===== src/rtl/tictactoe_pkg.sv =====
// tictactoe_pkg: shared board constants, cursor reset cell and cursor FSM encodings.
package tictactoe_pkg;
  localparam int NUM_CELLS = 9;
  localparam int GRID_W = 18;
  localparam logic [1:0] CELL_EMPTY = 2'b00;
  localparam logic [1:0] CELL_P1 = 2'b01;
  localparam logic [1:0] CELL_P2 = 2'b10;
  localparam logic [3:0] CURSOR_RESET = 4'd4;
  typedef enum logic [1:0] {IDLE, EXEC, LOCK} state_t;
  typedef enum logic [2:0] {CMD_NONE, CMD_S, CMD_U, CMD_D, CMD_L, CMD_R} cmd_t;
endpackage


===== src/rtl/btn_debounce.sv =====
// btn_debounce: 2-flop synchronizer plus counter that flips the level after DEBOUNCE_CYCLES disagreeing samples.
module btn_debounce #(
  parameter int DEBOUNCE_CYCLES = 500000
) (
  input  logic clk,
  input  logic rst,
  input  logic raw,
  output logic level
);
  localparam int CW = $clog2(DEBOUNCE_CYCLES);
  logic [1:0] sync;
  logic [CW-1:0] cnt;
  always_ff @(posedge clk or posedge rst) begin
    if (rst) begin
      sync <= '0;
      cnt <= '0;
      level <= 1'b0;
    end else begin
      sync <= {sync[0], raw};
      if (sync[1] == level) cnt <= '0;
      else if (cnt == CW'(DEBOUNCE_CYCLES - 1)) begin
        cnt <= '0;
        level <= ~level;
      end else cnt <= cnt + 1'b1;
    end
  end
endmodule


===== src/rtl/cursor_ctrl.sv =====
// cursor_ctrl: debounced button handling, cursor movement and select commit/reject pulses.
// CURSOR_WRAP_EN: moves past a board edge wrap to the opposite edge instead of stalling.
module cursor_ctrl
  import tictactoe_pkg::*;
#(
  parameter int DEBOUNCE_CYCLES = 500000
) (
  input  logic              clk,
  input  logic              rst,
  input  logic              btnU,
  input  logic              btnD,
  input  logic              btnL,
  input  logic              btnR,
  input  logic              btnS,
  input  logic [GRID_W-1:0] grid,
  input  logic              mode,
  output logic [3:0]        cursorPos,
  output logic              set,
  output logic              reject
);
`ifdef CURSOR_WRAP_EN
  localparam logic WRAP = 1'b1;
`else
  localparam logic WRAP = 1'b0;
`endif
  logic [4:0] raw, lvl, lvl_d, evt;
  state_t state, state_n;
  cmd_t cmd, cmd_n, pri;
  logic [3:0] pos_n, col, up, dn, lf, rt;
  logic set_n, rej_n, occ;
  assign raw = {btnS, btnU, btnD, btnL, btnR};
  for (genvar i = 0; i < 5; i++) begin : g_btn
    btn_debounce #(.DEBOUNCE_CYCLES(DEBOUNCE_CYCLES)) u_db (
      .clk(clk), .rst(rst), .raw(raw[i]), .level(lvl[i])
    );
  end
  assign evt = lvl & ~lvl_d;
  assign pri = evt[4] ? CMD_S : evt[3] ? CMD_U : evt[2] ? CMD_D : evt[1] ? CMD_L : evt[0] ? CMD_R : CMD_NONE;
  assign col = cursorPos % 4'd3;
  assign up = cursorPos >= 4'd3 ? cursorPos - 4'd3 : WRAP ? cursorPos + 4'd6 : cursorPos;
  assign dn = cursorPos <= 4'd5 ? cursorPos + 4'd3 : WRAP ? cursorPos - 4'd6 : cursorPos;
  assign lf = col != 4'd0 ? cursorPos - 4'd1 : WRAP ? cursorPos + 4'd2 : cursorPos;
  assign rt = col != 4'd2 ? cursorPos + 4'd1 : WRAP ? cursorPos - 4'd2 : cursorPos;
  assign occ = grid[{cursorPos, 1'b0} +: 2] != CELL_EMPTY;
  always_comb begin
    state_n = state;
    cmd_n = cmd;
    pos_n = cursorPos;
    set_n = 1'b0;
    rej_n = 1'b0;
    case (state)
      IDLE: if (pri != CMD_NONE) begin
        state_n = EXEC;
        cmd_n = pri;
      end
      EXEC: begin
        state_n = LOCK;
        set_n = cmd == CMD_S && (mode || !occ);
        rej_n = cmd == CMD_S && !mode && occ;
        pos_n = cmd == CMD_U ? up : cmd == CMD_D ? dn : cmd == CMD_L ? lf : cmd == CMD_R ? rt : cursorPos;
      end
      default: state_n = |lvl ? LOCK : IDLE;
    endcase
  end
  always_ff @(posedge clk or posedge rst) begin
    if (rst) begin
      state <= IDLE;
      cmd <= CMD_NONE;
      cursorPos <= CURSOR_RESET;
      set <= 1'b0;
      reject <= 1'b0;
      lvl_d <= '0;
    end else begin
      state <= state_n;
      cmd <= cmd_n;
      cursorPos <= pos_n;
      set <= set_n;
      reject <= rej_n;
      lvl_d <= lvl;
    end
  end
endmodule

===== config.mk =====
export PLATFORM = sky130hd
export DESIGN_NAME = cursor_ctrl
export DESIGN_NICKNAME = d
export VERILOG_FILES = /design/src/rtl/tictactoe_pkg.sv /design/src/rtl/btn_debounce.sv /design/src/rtl/cursor_ctrl.sv
export SDC_FILE = /design/constraint.sdc
export NUM_CORES = 1
export LEC_CHECK = 0
export CORE_ASPECT_RATIO = 1.1
export CORE_UTILIZATION = 38
export DETAILED_ROUTE_END_ITERATION = 12
export PLACE_DENSITY_LB_ADDON = 0.3
export SLEW_MARGIN = 20
export SYNTH_ARGS = -nofsm -noshare
export SYNTH_HDL_FRONTEND = slang
export SYNTH_HIERARCHICAL = 1
export SYNTH_SLANG_ARGS = --single-unit

===== constraint.sdc =====
create_clock -name clk -period 5.2 [get_ports clk]
set_clock_uncertainty 0.1 [all_clocks]
set_input_delay 0.52 -clock clk [delete_from_list [all_inputs] [get_ports clk]]
set_output_delay 0.52 -clock clk [all_outputs]
set_load 0.005 [all_outputs]

# --- Word-level counts from Yosys, hierarchy flattened ---
# Cells that the tools add are included.
totals:
  elab_cells: 115
  ff_bits: 126
  inputBits: 26
  out_inout_bits: 6
op_classes:
  eq_ne: 21
  n_lt_le_gt_ge: 2
  div: 1
  n_mux: 28
  bitwise: 12
  n_shift: 1
  n_reduce_logical: 20
  n_addsub: 9
ops:
  columns: ["operator", "count"]
  rows:
  - ["$mux W19", 10]
  - ["$add A19 B1 Y19 const B", 5]
  - ["$eq A19 B19 Y1 const B", 5]
  - ["$mux W4", 8]
  - ["$shiftx A18 B6 Y2", 1]
  - ["$mux W3", 5]
  - ["$reduce_and A2 Y1", 6]
  - ["$reduce_bool A4 Y1", 3]
  - ["$not A1 Y1", 10]
  - ["$eq A3 B2 Y1 const B", 2]
  - ["$eq A3 B3 Y1 const B", 2]
  - ["$reduce_and A6 Y1", 1]
  - ["$and A5 B5 Y5", 1]
  - ["$eq A1 B1 Y1", 5]
  - ["$not A5 Y5", 1]
  - ["$reduce_or A5 Y1", 1]
  - ["$add A4 B1 Y4 const B", 1]
  - ["$add A4 B2 Y4 const B", 1]
  - ["$ge A4 B2 Y1 const B", 1]
  - ["$le A4 B3 Y1 const B", 1]
  - ["$mod A4 B2 Y4 const B", 1]
  - ["$mux W2", 2]
  - ["$ne A2 B2 Y1 const B", 2]
  - ["$ne A4 B2 Y1 const B", 1]
  - ["14 further kinds", 18]

# --- Depth between registers and ports, before layout ---
# Gate-level depths: netlist of run 1.
logic_depth:
  ltp_word: 10
  mapped_depth: 15
  mapped_depth_nobuf: 13

# --- Cells and area by module ---
# Netlist of run 1, hierarchy kept.
modules_own_cells:
  columns: ["module", "seq_area_each_um2", "area_each_um2", "cells_per_inst", "instances"]
  rows:
  - ["btn_debounce", 550.5, 1091.0, 103, 5]
  - ["cursor_ctrl", 401.6, 1261.2, 143, 1]

# --- Least setup slack after synthesis of run 1 ---
# OpenSTA, ideal clock, no wires.
synth_path:
  path_type: "reg-to-reg"
  from: "register cursorPos[2]"
  to: "register cursorPos[2]"
  synth_period_minus_slack_ns: 3.179
  n_path_buf: 2
  path_stages_with_launch: 16
  t_arrival_ns: 2.997
  required_time_ns: 5.018
  setup_slack_ns: 2.021
  setup_time_ns: 0.082
  cell_sequence: "dfstp_2 > buf_6 > nor2b_2 > ha_1 > inv_1 > ha_1 > clkbuf_1 > nor2b_1 > a221oi_2 > ha_1 > nor3_1 > a21oi_1 > o21ai_0 > nand2_1 > o21ai_2 > mux2_4"
synth_between:
  elab_chain_cells: 6
  word_cells_on_any_way: 22
  cone_classes: "add/sub (4); div (1); order compare (2); eq/ne (4); mux (8); reduce/logical (3)"
synth_lines:
  columns: ["item", "line_no", "text"]
  rows:
  - ["start: declaration", "cursor_ctrl.sv:17", "output logic [3:0] cursorPos,"]
  - ["start signal: assignment", "cursor_ctrl.sv:76", "cursorPos <= pos_n;"]
  - ["parallel branches: the longest is 6 deep, another holds $mod A4 B2 Y4", null, null]
# Parallel ways; which one is timed is not known. The select of a mux whose other input is x is not followed.
# A chain may end at the register's enable or synchronous reset.

# --- Worst setup path in the final report of run 1 ---
# Same ends and word-level chain as after synthesis.

==> results of run 1 <==
## final timing paths
path,slack [ns],cells past startpoint,end,from
worst max-delay path,1.76,13,cursorPos[2]$_DFFE_PP1P_,cursorPos[2]$_DFFE_PP1P_
worst min-delay path,0.25,0,g_btn[1].u_db/sync[1]$_DFF_PP0_,g_btn[1].u_db/sync[0]$_DFF_PP0_
worst max register to register,1.76,13,cursorPos[2]$_DFFE_PP1P_,cursorPos[2]$_DFFE_PP1P_
worst min register to register,0.25,0,g_btn[1].u_db/sync[1]$_DFF_PP0_,g_btn[1].u_db/sync[0]$_DFF_PP0_
max in group asynchronous,3.77,2,g_btn[4].u_db/cnt[6]$_DFF_PP0_,rst
min in group asynchronous,0.62,2,state[1]$_DFFE_PP0P_,rst
## power breakdown
group	internal [mW]	total (mW)	switching, mW
clock network	0.762	1.18	0.422
logic	0.0293	0.0707	0.0414
registers	0.995	1.01	0.0121
total	1.79	2.26	0.476
## final cells by class
class	instances	share of cell area (%)
Multi-Input combinational cell	487	42.39
Sequential cell	126	41.12
Clock buffer	21	5.872
Timing Repair Buffer	31	4.045
Tap cell	234	3.817
Clock inverter	10	1.827
Inverter	19	0.9297
## per-stage QoR
stage | worst slack (ns) | util [%] | area [um^2] | instances
after CTS | 1.745 | 44.75 | 7671 | 928
final | 1.763 | 44.75 | 7671 | 928
after floorplan | 2.021 | - | 6716 | 658
after global routing | 1.478 | 44.75 | 7671 | 928
after detailed placement | 1.755 | 41.31 | 7081 | 897
after global placement | 1.891 | 41.31 | 7081 | 897
## critical path, cell delays in order (launching register included)
cell and delay, ns:
dfstp_2 0.66, nor2b_2 0.27, ha_1 0.18, inv_1 0.04, ha_1 0.26, nor2b_1 0.17
a221oi_2 0.32, ha_1 0.32, nor3_1 0.14, a21oi_1 0.05, o21ai_0 0.15, nand2_1 0.11
o21ai_2 0.27, mux2_4 0.32
## routing by layer
metal / vias to the layer above / global-route usage (%) / share of wire (%)
li1: 2396 / - / -
met3: 17 / 3.808 / 3.5
met2: 76 / 25.12 / 49
met4: 0 / 7.245 / 1.7
met5: - / 0 / 0
met1: 2372 / 19.49 / 46
## registers in the layout, summed over array words and instances (netlist names)
name / count
lvl_d: 5
reject: 1
cmd: 3
state: 2
g_btn.u_db/cnt: 95
set: 1
g_btn.u_db/sync: 10
g_btn.u_db/level: 5
cursorPos: 4
## logic make-up after synthesis
group,after synthesis,synth area share [%]
xor gates and xnor gates,79,10.30
buffers and inverters,45,4.620
adders and majority gates,15,2.906
and+or+nand+nor,308,25.88
AOI/OAI and AO/OA,75,7.377
DFF,126,46.96
muxes,10,1.956
## cells in the mapped netlist, types with 6 or more instances
cell type  count  share of area, %
or4b_1        10               1.5
o41ai_1        6              0.78
nand3_1       37               2.8
nand2_1       38               2.1
and2_1         6              0.56
dfrtp_1      125                47
nand4_1       21               2.0
and4_1        10               1.3
and3_1        16               1.5
nor3_1        10              0.75
nor2_1        85               4.8
xor2_1        41               5.3
nor4_1        13               1.2
clkbuf_1       8              0.45
ha_1          14               2.6
a21oi_1       23               1.7
o21ai_0       14               1.0
mux2_4         6               1.3
inv_1         18               1.0
nor2b_1        7              0.65
xnor2_1       38               5.0
buf_6          7               1.2
nand4b_1      10               1.3
==> flow_metrics.env, run 1 <==
export IMPL_grt_ovfl_total=0
export IMPL_port_buffers=31
export IMPL_rows=50
export IMPL_synth_edf_count=0
export IMPL_hold_class="register to register"
export IMPL_area_delta_synth_final_pct=14.21
export IMPL_ant_nets=0
export IMPL_synth_seq_area_share_pct=46.96
export IMPL_setup_viol=0
export IMPL_die_w_um=128.8
export IMPL_synth_cell_area_um2=6716
export IMPL_synth_top_flop_cell="dfrtp_1"
export IMPL_gp_congestion=0.8352
export IMPL_ctsHoldBuffers=0
export IMPL_clk_pin_slew_worst_paths_ns=0.06
export IMPL_whs_ns=0.2519
export IMPL_layout_commonest_cell="dfrtp_1"
export IMPL_hold_viol=0
export IMPL_cp_max_fo=12
export IMPL_rsz0062_at_grt="false"
export IMPL_period_needed_ns=3.437
export IMPL_status="finished clean"
export IMPL_die_area_um2=18210
export IMPL_fin_crit_sh_pct=66.10
export IMPL_yosysWarnings=6
export IMPL_first_global_vias=4807
export IMPL_p_leak_nw=3.187
export IMPL_async_flop_share_pct=100.0
export IMPL_avgSynthCellArea_um2=10.21
export IMPL_cts_made_buffers=17
export IMPL_core_um2=17140
export IMPL_slew_headroom_pct=43.46
export IMPL_antenna_found_initial=0
export IMPL_ys_ff_latch=126
export IMPL_drive_above_1_share_pct=8.069
export IMPL_syn_nets=699
export IMPL_pin_count=32
export IMPL_setup_worst_path_class="register to register"
export IMPL_grt_pass1_wl_mm=22.55
export IMPL_die_height_um=141.4
export IMPL_dpl_hpwl_mm=8.905
export IMPL_slew_violations=0
export IMPL_drc_errors=0
export IMPL_clkLatencyLatePin_ns=0.42
export IMPL_end_kind="register"
export IMPL_start_kind="register"
export IMPL_htree_num_levels=4
export IMPL_power_total_mw=2.262
export IMPL_layout_nets=723
export IMPL_regArea_um2=3154
export IMPL_crit_required_ns=5.44
export IMPL_ir_drop_v=0.0001903
export IMPL_yosysUniqueCellTypes=61
export IMPL_tightest_slew_ns=0.8472
export IMPL_setup_tns_ns=0
export IMPL_critPathArrivalTime_ns=3.68
export IMPL_antenna_cells=0
export IMPL_cts_resized=0
export IMPL_cts_tree="built"
export IMPL_cts_root_buf="clkbuf_16"
export IMPL_via_per_inst=5.238
export IMPL_routed_wl_mm=12.81
export IMPL_grt_max_degree=24
export IMPL_cts_sinks=126
export IMPL_final_cell_mix="dfrtp_1, nor2_1, xor2_1, nand2_1, xnor2_1"
export IMPL_fillers=1603
export IMPL_routed_wire_length_per_instance_um=13.80
export IMPL_syn_inst=658
export IMPL_grtUsageTotal_pct=15.53
export IMPL_max_freq_ghz=0.2909
export IMPL_maxCapViolations=0
export IMPL_initial_core_util_pct=39.18
export IMPL_drt_initial_drc_count=358
export IMPL_cts_buffer_depth=2
export IMPL_power_density_nw_per_um2=294.9
export IMPL_post_cts_buffers=0
export IMPL_multiInputGateArea_um2=3252
export IMPL_firstDrtPassIters=4
export IMPL_dr_total_vias=4861
(Power assumes the default switching activity.)
==> inputs of run 2 (changes only) <==
clock period = 3.1 ns   (was 5.2 ns; I/O delays follow)
==> run 2 against run 1 <==
  * Count of clock-buffer cells in the layout grew 3
  * Die area stayed put
  * Critical path type unchanged
  * Sequential share of layout area shrank 0.62 points
  * Total power is 64% higher
  * Cell count grew 0.97%
  * First-iteration DRC count decreased by 21%
  * Via count increased by 1.9%
  * Utilization is 0.69 points higher
  * Highest routed layer unchanged
  * Non-clock buffer count rose by 10
  * Hold slack got worse by 0.015 ns
==> flow_metrics.env, run 2 (synthesis gave the netlist of run 1 again) <==
export IMPL_power_total_mw=3.710
export IMPL_cts_buffer_depth=2
export IMPL_top_register="g_btn.u_db/cnt"
export IMPL_ir_drop_v=0.0004570
export IMPL_fillers=1647
export IMPL_max_freq_ghz=0.3371
export IMPL_slew_violations=0
export IMPL_cp_cell_sequence="buf_4 > and2b_1 > inv_2 > ha_1 > buf_6 > nor2b_1 > a221oi_4 > ha_4 > nor3_2 > a21oi_1 > o21ai_1 > nand2_1 > o21ai_2 > mux2_4"
export IMPL_antenna_found_initial=0
export IMPL_hold_viol=0
export IMPL_die_w_um=128.8
export IMPL_maxCapViolations=0
export IMPL_drc_errors=0
export IMPL_ctsHoldBuffers=0
export IMPL_cp_slowest_stage_delay_ns=0.54
export IMPL_drive_above_1_share_pct=10.24
export IMPL_core_um2=17140
export IMPL_firstDrtPassIters=4
export IMPL_reg_top3="g_btn.u_db/cnt x95, g_btn.u_db/sync x10"
export IMPL_layout_commonest_cell="dfrtp_1"
export IMPL_largest_reg_flops=95
export IMPL_whs_ns=0.2369
export IMPL_critPathArrivalTime_ns=3.20
export IMPL_first_global_vias=5022
export IMPL_crit_buf_inv=3
export IMPL_initial_core_util_pct=39.18
export IMPL_routed_wire_length_per_instance_um=14.06
export IMPL_htree_num_levels=4
export IMPL_power_density_nw_per_um2=476.3
export IMPL_layout_nets=733
export IMPL_antenna_cells=0
export IMPL_area_delta_synth_final_pct=15.96
export IMPL_slew_headroom_pct=43.76
export IMPL_grt_pass1_wl_mm=23.15
export IMPL_regArea_um2=3154
export IMPL_grt_max_degree=23
export IMPL_clk_pin_slew_worst_paths_ns=0.05
export IMPL_drt_initial_drc_count=284
export IMPL_dr_total_vias=4955
export IMPL_final_cell_mix="dfrtp_1, nor2_1, xor2_1, nand2_1, xnor2_1"
export IMPL_start_kind="register"
export IMPL_tightest_slew_ns=0.8427
export IMPL_routed_wl_mm=13.18
export IMPL_gp_congestion=0.8088
export IMPL_hold_class="input pin to register"
export IMPL_cp_max_fo=8
export IMPL_ant_nets=0
export IMPL_cts_made_buffers=17
export IMPL_dpl_hpwl_mm=9.196
export IMPL_end_kind="register"
export IMPL_critPathSlowestCell="dfstp_2"
export IMPL_grtUsageTotal_pct=15.87
export IMPL_multiInputGateArea_um2=3312
export IMPL_fin_crit_sh_pct=95.70
export IMPL_port_buffers=31
export IMPL_cts_root_buf="clkbuf_16"
export IMPL_status="finished clean"
export IMPL_rows=50
export IMPL_setup_worst_path_class="register to register"
export IMPL_die_area_um2=18210
export IMPL_cts_sinks=126
export IMPL_setup_slack_ns=0.1334
export IMPL_clkLatencyLatePin_ns=0.42
export IMPL_die_height_um=141.4
export IMPL_period_needed_ns=2.967
export IMPL_cts_tree="built"
export IMPL_rrSetupSlack_ns=0.13
export IMPL_pre_cts_slack_ns=0.01583
export IMPL_p_leak_nw=3.257
export IMPL_critPathTopFamily="compound AO/OA/AOI/OAI gates"
export IMPL_via_per_inst=5.288
export IMPL_crit_required_ns=3.34
export IMPL_pin_count=32
export IMPL_fin_util_pct=45.44
export IMPL_grt_ovfl_total=0
export IMPL_setup_viol=0
run 2: cell count changes in the layout (fill, tap and decap cells not counted), moves of 2 or more:
cell,change
clkbuf_1,-2
clkbuf_8,+5
ha_1,-2
ha_4,+2
clkinv_4,-2
buf_4,+9
clkinvlp_4,-2
nor2b_4,+2
bufinv_16,-2
clkinv_2,+2
run 2: worst paths after layout:
check / from / endpoint / cells past startpoint
worst min-delay path: btnR / g_btn[0].u_db/sync[0]$_DFF_PP0_ / 1
min in group asynchronous: rst / lvl_d[4]$_DFF_PP0_ / 2
max in group asynchronous: rst / g_btn[1].u_db/cnt[13]$_DFF_PP0_ / 2
worst max-delay path: cursorPos[2]$_DFFE_PP1P_ / cursorPos[2]$_DFFE_PP1P_ / 14
worst max register to register: cursorPos[2]$_DFFE_PP1P_ / cursorPos[2]$_DFFE_PP1P_ / 14
worst min register to register: g_btn[4].u_db/sync[0]$_DFF_PP0_ / g_btn[4].u_db/sync[1]$_DFF_PP0_ / 0
run 2: worst reg2reg max path, cell delays in order (launching register included):
cell	delay, ns
dfstp_2	0.54
buf_4	0.11
and2b_1	0.21
inv_2	0.09
ha_1	0.18
buf_6	0.13
nor2b_1	0.06
a221oi_4	0.23
ha_4	0.25
nor3_2	0.14
a21oi_1	0.06
o21ai_1	0.15
nand2_1	0.10
o21ai_2	0.23
mux2_4	0.32
run 2: stage by stage:
| step | std cells | setup TNS (ns) | cell area [um^2] |
|---|---|---|---|
| 2_1_floorplan | 658 | 0 | 6731 |
| 3_3_place_gp | 902 | 0 | 7123 |
| 3_5_place_dp | 902 | 0 | 7123 |
| 4_1_cts | 932 | 0 | 7692 |
| 5_1_grt | 937 | -0.005169 | 7789 |
| 6_report | 937 | 0 | 7789 |
run 2: metal layers:
layer / part of all wire (%) / track usage (%)
met5: 0 / 0
met4: 1.7 / 6.625
met3: 3.6 / 3.884
met2: 49 / 26.49
met1: 46 / 19.54
run 2: timing repair:
action,in CTS,in global routing
endpoints found under the setup margin,0,4
resized for setup,0,10
hold endpoints to repair,0,0
setup buffers,0,5
run 2: area by class of cell:
type | instances | area share, %
Timing Repair Buffer | 41 | 4.996
Multi-Input combinational cell | 487 | 42.52
Sequential cell | 126 | 40.50
Clock buffer | 24 | 6.570
Clock inverter | 6 | 0.7390
Tap cell | 234 | 3.759
Inverter | 19 | 0.9157
run 2: power by group:
| group | leakage (nW) | total, mW | internal, mW | switching, mW |
|---|---|---|---|---|
| Combinational | 1.25 | 0.119 | 0.0492 | 0.0699 |
| Clock | 0.284 | 1.90 | 1.21 | 0.687 |
| Sequential | 1.72 | 1.69 | 1.67 | 0.0201 |
